$ cat src/rtl/midi_pkg.sv
// Shared types and constants for the MIDI byte parser: FSM states, status
// nibbles/bytes and the data-length helper for channel messages.
package midi_pkg;

  typedef enum logic [2:0] {
    IDLE,
    NOTE_D1,
    NOTE_D2,
    SKIP_D1,
    SKIP_D2
  } state_t;

  localparam logic [3:0] NOTE_OFF   = 4'h8;
  localparam logic [3:0] NOTE_ON    = 4'h9;
  localparam logic [3:0] PROG_CHG   = 4'hC;
  localparam logic [3:0] CHAN_PRESS = 4'hD;
  localparam logic [7:0] SYSEX      = 8'hF0;
  localparam logic [7:0] RT_MIN     = 8'hF8;

  // Number of data bytes following a channel-voice status nibble.
  function automatic logic [1:0] data_len(input logic [3:0] status_nibble);
    return ((status_nibble == PROG_CHG) || (status_nibble == CHAN_PRESS)) ? 2'd1 : 2'd2;
  endfunction

endpackage

$ cat src/rtl/midi_byte_parser.sv
// Single-clock MIDI byte parser: turns the SPI receive byte stream into
// note on/off events, with running status, channel filter and back-pressure.
module midi_byte_parser
  import midi_pkg::*;
#(
  parameter int unsigned CHANNEL = 0,
  parameter bit          OMNI    = 1'b0
) (
  input  logic       clk,
  input  logic       nreset,
  input  logic       in_valid,
  input  logic [7:0] in_data,
  output logic       in_ready,
  output logic       ev_valid,
  input  logic       ev_ready,
  output logic       ev_on,
  output logic [6:0] ev_note,
  output logic [6:0] ev_velocity,
  output logic [7:0] running_status,
  output logic [7:0] drop_count
);

  state_t     state;
  logic [6:0] note_q;
  logic       byte_fire;
  logic [3:0] in_hi;
  logic       chan_ok;

  // The output register is the only buffer: a byte may only be taken when
  // the event slot is empty or being drained this same cycle.
  assign in_ready  = !ev_valid || ev_ready;
  assign byte_fire = in_valid && in_ready;
  assign in_hi     = in_data[7:4];
  assign chan_ok   = OMNI || (in_data[3:0] == CHANNEL[3:0]);

  // NOTE: all state lives in one clocked block with non-blocking assignments,
  // so later assignments in the same cycle (e.g. a new event) cleanly override
  // earlier ones (the event drain) without ordering races.
  always_ff @(posedge clk or negedge nreset) begin
    if (!nreset) begin
      state          <= IDLE;
      note_q         <= '0;
      running_status <= '0;
      ev_valid       <= 1'b0;
      ev_on          <= 1'b0;
      ev_note        <= '0;
      ev_velocity    <= '0;
      drop_count     <= '0;
    end else begin
      if (ev_valid && ev_ready) begin
        ev_valid <= 1'b0;
      end

      // Real-time bytes are accepted but otherwise invisible to the parser.
      if (byte_fire && (in_data < RT_MIN)) begin
        if (in_data[7]) begin
          if (in_data >= SYSEX) begin
            running_status <= '0;
            state          <= IDLE;
          end else if (((in_hi == NOTE_OFF) || (in_hi == NOTE_ON)) && chan_ok) begin
            running_status <= in_data;
            state          <= NOTE_D1;
          end else begin
            running_status <= '0;
            state          <= (data_len(in_hi) == 2'd1) ? SKIP_D2 : SKIP_D1;
          end
        end else begin
          case (state)
            IDLE: begin
              if (drop_count != 8'hFF) begin
                drop_count <= drop_count + 8'd1;
              end
            end
            NOTE_D1: begin
              note_q <= in_data[6:0];
              state  <= NOTE_D2;
            end
            NOTE_D2: begin
              ev_valid <= 1'b1;
              ev_note  <= note_q;
              if ((running_status[7:4] == NOTE_ON) && (in_data[6:0] != 7'd0)) begin
                ev_on       <= 1'b1;
                ev_velocity <= in_data[6:0];
              end else begin
                ev_on       <= 1'b0;
                ev_velocity <= '0;
              end
              state <= NOTE_D1;
            end
            SKIP_D1: state <= SKIP_D2;
            SKIP_D2: state <= IDLE;
            default: state <= IDLE;
          endcase
        end
      end
    end
  end

endmodule

$ cat config.mk
export PLATFORM = sky130hd
export DESIGN_NAME = midi_byte_parser
export DESIGN_NICKNAME = d
export VERILOG_FILES = /design/src/rtl/midi_pkg.sv /design/src/rtl/midi_byte_parser.sv
export SDC_FILE = /design/constraint.sdc
export NUM_CORES = 1
export LEC_CHECK = 0
export CAP_MARGIN = 20
export CELL_PAD_IN_SITES_DETAIL_PLACEMENT = 0
export CELL_PAD_IN_SITES_GLOBAL_PLACEMENT = 2
export CORE_ASPECT_RATIO = 1.5
export CORE_MARGIN = 4
export CORE_UTILIZATION = 29
export DETAILED_ROUTE_END_ITERATION = 10
export PLACE_DENSITY = 0.73
export SKIP_LAST_GASP = 1
export SYNTH_ARGS = -nofsm -noshare
export SYNTH_HDL_FRONTEND = slang
export SYNTH_SLANG_ARGS = --single-unit
$ cat constraint.sdc
create_clock -name clk -period 1.6 [get_ports clk]
set_clock_uncertainty 0.1 [all_clocks]
set_input_delay 0.32 -clock clk [delete_from_list [all_inputs] [get_ports clk]]
set_output_delay 0.32 -clock clk [all_outputs]
set_load 0.01 [all_outputs]
==> results of run 1 <==
[layout make-up]
class | count | area [um^2] | share of cell area
well taps | 74 | 92.6 | 0.0332
flip-flops and latches | 42 | 1050 | 0.377
clock inverters | 3 | 68.8 | 0.0247
inverters | 9 | 33.8 | 0.0121
repair buffers | 78 | 656 | 0.235
multi-input cells | 93 | 821 | 0.294
clock buffers | 5 | 68.8 | 0.0247
[layout by cell type, fill, tap and decap left out, types with 2 or more instances in the layout]
| cell type | Yosys | layout |
|---|---|---|
| and2_1 | 6 | 6 |
| buf_4 | 0 | 32 |
| buf_6 | 0 | 2 |
| bufinv_16 | 0 | 2 |
| clkbuf_8 | 0 | 5 |
| clkdlybuf4s50_1 | 0 | 3 |
| dfrtp_1 | 42 | 42 |
| dlygate4sd2_1 | 0 | 36 |
| dlymetal6s2s_1 | 0 | 3 |
| inv_1 | 9 | 9 |
| mux2_2 | 15 | 12 |
| mux2_4 | 1 | 4 |
| mux2i_1 | 8 | 8 |
| nand2_1 | 15 | 13 |
| nand2_2 | 0 | 2 |
| nand3_1 | 9 | 8 |
| nand3_4 | 1 | 2 |
| nand4b_4 | 1 | 2 |
| nor2_1 | 6 | 4 |
| nor2_4 | 0 | 2 |
| nor3_1 | 3 | 2 |
| nor3_4 | 1 | 2 |
| nor4_2 | 1 | 2 |
| xor2_1 | 6 | 6 |
[sequential cells by signal, summed over array words and instances (netlist names)]
register	flops
note_q	7
ev_valid	1
running_status	8
ev_on	1
state	3
ev_velocity	7
ev_note	7
drop_count	8
[Yosys cell counts, types with 2 or more instances]
| cell | number | area share |
|---|---|---|
| nor4_1 | 2 | 0.0068 |
| nor3_1 | 3 | 0.0082 |
| inv_1 | 9 | 0.018 |
| nand2_1 | 15 | 0.031 |
| nor2_1 | 6 | 0.012 |
| o21ai_0 | 2 | 0.0055 |
| xor2_1 | 6 | 0.029 |
| nand3_1 | 9 | 0.025 |
| mux2_2 | 15 | 0.092 |
| and2_1 | 6 | 0.021 |
| dfrtp_1 | 42 | 0.57 |
| mux2i_1 | 8 | 0.044 |
[logic make-up after synthesis]
logic type | count (synthesis) | synth area share
and+or+nand+nor | 52 | 0.179
buffers and inverters | 11 | 0.0287
xor gates and xnor gates | 6 | 0.0287
DFF | 42 | 0.574
adders and majority gates | 1 | 0.00683
muxes | 24 | 0.144
AOI/OAI and AO/OA | 9 | 0.0383
[stage by stage]
stage / hold WS, ns / instances / TNS [ns] / total power (W)
2_1_floorplan: -0.0756 / 145 / -0.00865 / 0.00200
3_3_place_gp: 0.315 / 288 / -15.91 / 0.00270
3_5_place_dp: 0.333 / 288 / -17.59 / 0.00275
4_1_cts: 0.00435 / 299 / -0.136 / 0.00366
5_1_grt: 0.0393 / 304 / -0.404 / 0.00387
6_report: -0.00918 / 304 / -0.0380 / 0.00363
[worst max-delay path by stage]
stage               start            end  slack [ns]  cells after the start
4_1_cts          ev_ready       in_ready       -0.05                      3
6_report         state[2]  drop_count[7]       -0.02                      4
3_5_place_dp   in_data[7]      note_q[5]       -0.53                      5
2_1_floorplan    state[2]  drop_count[1]      -0.008                      4
3_3_place_gp   in_data[7]      note_q[4]       -0.48                      5
5_1_grt          state[2]  drop_count[7]       -0.09                      4
[worst register-to-register path, cell delays in order (launching register included)]
cell      delay [ns]
dfrtp_1         0.41
nor3_4          0.26
nand4b_4        0.24
nor3_4          0.18
mux2_4          0.32
[layer usage]
layer / vias to the layer above / routed length, um / global-route usage
met2: 41 / 2460 / 0.222
met3: 9 / 225 / 0.0286
li1: 671 / - / -
met4: 0 / 96 / 0.0541
met5: - / 0 / 0
met1: 714 / 1880 / 0.159
[repair_timing]
item,in CTS,in global routing
hold buffers,0,0
pin swaps,9,7
setup buffers,2,5
gates cloned,1,0
hold endpoints to repair,0,0
gates resized for setup,47,13
endpoints found under the setup margin,70,27
[report_power, final]
group / leakage [nW] / switching (W) / internal, W
Sequential: 0.546 / 0.000170 / 0.00135
Combinational: 0.871 / 0.000511 / 0.000593
Clock: 0.0683 / 0.000381 / 0.000625
==> impl_results.md, run 1 <==
- Place WS: -0.527 ns
- Status: finished with violations
- Crit-path max FO: 7
- Seq cells post-synth: 42
- # IOs: 45
- Fin area: 2790 um^2
- Antenna Violating Nets Remaining: 0
- Crit path capture type: register
- Required @ worst endpoint: 1.68 ns
- Syn_area_per_cell: around 13 um^2
- HPWL Detailed: 3.44 mm
- Setup ws final: -0.0205 ns
- IO Port Bufs: 44
- FF-to-FF Start: state[2]
- Crit Reg-Reg Endpoint: drop_count[7]
- Vias: 1435
- Worst R2R Path Depth: 4
- Distinct cells, synth: 34
- RePlAce Congestion: 0.882
- Placed Area: 2550 um^2
- Initial Util: 0.299
- Drt drc: 0
- First-pass GRT wire length: 7.80 mm
- Clk slew on worst S/H paths: 0.08 ns
- Gate Count Post-Synth: 145
- Initial DRT Pass Iterations: 4
- Main flop type after synthesis: dfrtp_1
- Area growth from synthesis to layout: 52.5%
- Vias in the first global route: ~1600
- Core area: 6130 um^2
- Via density: 4.72
- Sequential share of the synthesized area: 0.574
- Most used cell, CP: nor3_4
- Mapped Area: 1830 um^2
- Clock Latency Late Sink: 0.29 ns
- Tot GR Track Use: 0.132
- Crit-path cells: nor3_4 > nand4b_4 > nor3_4 > mux2_4
- Routed WL: between 4 and 5 mm
- RSZ-0062 raised after global routing: true
- Max Cap Viol: 0
- # setup viols final: 2
- Final Hold Vio Count: 8
- Layout cells sized above 1: 0.330
- Synth async-reset ratio: 1.00
- Worst Path Buf+Inv: 0
- Die Footprint: roughly 7700 um^2
- Max frequency: ~600 MHz
- CTS tree: built
- Violated checks: hold timing, setup timing
- CTS sink count: 42
- Critical path class: register to register
- CTS H-tree lvls: 2
- Largest net degree at the start of global routing: 43
- Die H: between 100 and 150 um
- Number of synthesized flops with an enable pin: 0
- Util after Layout: 0.455
- Crit path launch type: register
- CP arrival: 1.70 ns
- Count of pins over their slew limit: 0
- Power per cell area: between 1000 and 1500 nW/um^2
- Hold_ws: -0.00918 ns
- Top delay family on crit path: simple AND/OR/NAND/NOR gates
- Filler cell count: ~590
- Initial DRC Count: 39
- Min-delay worst type: input port to asynchronous set/reset pin
- Largest stage delay on the critical path: 0.41 ns
- Worst-case clock buffer depth: 2
- Slew headroom: 0.636
- Crit path time final: 1.62 ns
- Num CTS Buffers: 5
- R2r setup slk: -0.02 ns
- Max rail drop VDD: ~0.8 mV
- Grt ovf: 0
- Die X: 72.9 um
- Worst Tran Pin Value: approximately 0.55 ns
- Fin crit share: 1.01
- Ys Warns: 0
- Static leakage: 1.49 nW
- Root buf cell: clkbuf_8
- CP max-delay cell: dfrtp_1
- Post-Syn Nets: 158
- Nets: 242
- Floorplan row count: 35
- N_diodes: 0
- Wire per inst: 15.4 um
- Initial antenna violation count: 0
Power figures use the tool's default switching activity.
==> run 2: changes to the inputs <==
CORE_MARGIN = 5   (was 4)
CORE_UTILIZATION = 34   (was 29)
CTS_CLUSTER_DIAMETER = 80   (was default)
PLACE_DENSITY = 0.81   (was 0.73)
clock period = 2 ns   (was 1.6 ns; I/O delays follow)
==> run 2 against run 1 <==
The flow now finishes without violations. Clock-buffer cell count did not move. Routed wire length down 11%. Total power down 25%. First-iteration DRC count shrank 36%.
==> impl_results.md, run 2 (synthesis gave the netlist of run 1 again) <==
- Via density: between 4 and 5
- Initial Util: 0.352
- Largest stage delay on the critical path: 0.57 ns
- Switching share of power: 0.283
- Die Footprint: between 6000 and 7000 um^2
- Root buf cell: clkbuf_8
- Fin crit share: 0.947
- CP arrival: about 2 ns
- Critical path class: input port to register
- Antenna Violating Nets Remaining: 0
- CP startpoint: in_data[7]
- Largest regs: drop_count (8), running_status (8)
- Tot GR Track Use: 0.128
- # IOs: 45
- Crit path launch type: input port
- # setup viols final: 0
- Worst Tran Pin Value: between 0.4 and 0.5 ns
- CTS tree: built
- Area of the multi-input gates: just over 700 um^2
- Slew headroom: 0.708
- IO Port Bufs: 44
- Internal power: 0.00194 W
- CTS sink count: 42
- Clk slew on worst S/H paths: 0.08 ns
- Crit path capture type: register
- Die H: 99.9 um
- Floorplan row count: 32
- Grt ovf: 0
- Post-CTS Setup Bufs: 0
- CP endpoint: note_q[0]
- P_sw: around 0.00077 W
- Setup TNS: 0 ns
- Core area: 5200 um^2
- N_diodes: 0
- Drt drc: 0
- Layout cells sized above 1: 0.238
- Clock Latency Late Sink: about 0.29 ns
- Crit-path cells: clkdlybuf4s50_1 > nand2_1 > o211a_4 > nand4b_2 > mux2_2
- Commonest cells after routing, fill and taps aside: 42 x dfrtp_1, 42 x clkdlybuf4s50_1, 18 x buf_4
- FF-to-FF Start: drop_count[0]
- Place WS: -0.207 ns
- Static leakage: 1.21 nW
- Clock share of power: 0.241
- First-pass GRT wire length: between 7 and 8 mm
- Count of pins over their slew limit: 0
- Num CTS Buffers: 5
- Initial DRT Pass Iterations: 2
- Min-delay src: drop_count[5]
- Initial DRC Count: 25
- RePlAce Congestion: 0.786
- Setup ws final: 0.106 ns
- Hold_ws: 0.397 ns
- Crit Reg-Reg Endpoint: drop_count[0]
- Area growth from synthesis to layout: 41.2%
- HPWL Detailed: around 3.2 mm
- R2r setup slk: 0.29 ns
- Status: finished clean
- Required @ worst endpoint: 2.08 ns
- Max rail drop VDD: 0.573 mV
- Min-delay worst type: register to register
- Crit-path max FO: 8
- CP max-delay cell: clkdlybuf4s50_1
- Wire per inst: roughly 15 um
- Routed WL: between 4 and 5 mm
- Nets: about 230
- CTS H-tree lvls: 2
- Power per cell area: between 1000 and 1500 nW/um^2
- Vias: 1307
- Worst R2R Path Depth: 6
- Die X: 69.9 um
- Max frequency: 528 MHz
- Largest net degree at the start of global routing: 20
- Final Hold Vio Count: 0
- Register Area: 1050 um^2
- Logic pwr share: 0.297
- Filler cell count: 487
- Worst-case clock buffer depth: 2
- Initial antenna violation count: 0
- RSZ-0062 raised after global routing: false
- Vias in the first global route: 1399
- Crit path time final: 1.89 ns
- Max Cap Viol: 0
- Part of the power in registers: 0.463
-- run 2: changes by cell type in the layout (fill, tap and decap cells not counted), moves of 2 or more --
cell	delta
buf_4	-14
buf_6	-2
clkdlybuf4s50_1	+39
clkinv_2	+2
dlygate4sd2_1	-35
dlymetal6s2s_1	-3
mux2_2	+3
mux2_4	-3
nand2_1	+2
nand2_2	-2
nor2_1	+2
nor2_4	-2
-- run 2: power groups by stage --
stage / clock network [W] / logic (W) / registers (W)
2_1_floorplan: 0 / 0.000284 / 0.00132
3_3_place_gp: 0 / 0.000800 / 0.00126
3_5_place_dp: 0 / 0.000814 / 0.00128
4_1_cts: 0.000677 / 0.000822 / 0.00126
5_1_grt: 0.000715 / 0.000873 / 0.00129
6_report: 0.000652 / 0.000803 / 0.00125
-- run 2: metrics by stage --
stage                     instances  utilization  cell area (um^2)  total power [W]
after floorplan                 145            -              1830          0.00160
after global placement          273        0.474              2470          0.00206
after detailed placement        273        0.474              2470          0.00209
after CTS                       282        0.497              2580          0.00276
after global routing            282        0.497              2580          0.00288
final                           282        0.497              2580          0.00271
-- run 2: timing repair --
action                                  in CTS  in global routing
hold buffers                                 1                  0
hold endpoints to repair                    17                  0
endpoints found under the setup margin       1                  0
resized for setup                            1                  0
-- run 2: worst min path at each step --
stage,slack [ns],end,cells after the start
after floorplan,0.004,drop_count[0],0
after global placement,0.26,ev_note[2],1
after detailed placement,0.28,ev_note[0],1
after CTS,0.40,running_status[3],1
after global routing,0.42,drop_count[5],1
final,0.40,drop_count[5],1
-- run 2: metal layers --
layer	global-route usage	routed length [um]
met5	0	0
met1	0.151	1800
met2	0.217	2090
met3	0.0381	187
met4	0.0531	75
-- run 2: area by class of cell --
cell class	instances	area share
clock buffer	5	0.0266
clock inverter	3	0.0155
inverter	9	0.0131
multi-input combinational	92	0.281
sequential	42	0.407
tap	68	0.0329
timing repair buffer	63	0.224
-- run 2: critical path, delay by kind of cell --
family	cells	cell delay, ns
buf+inv	1	0.57
mux	1	0.37
simple gates	2	0.34
compound gates	1	0.29
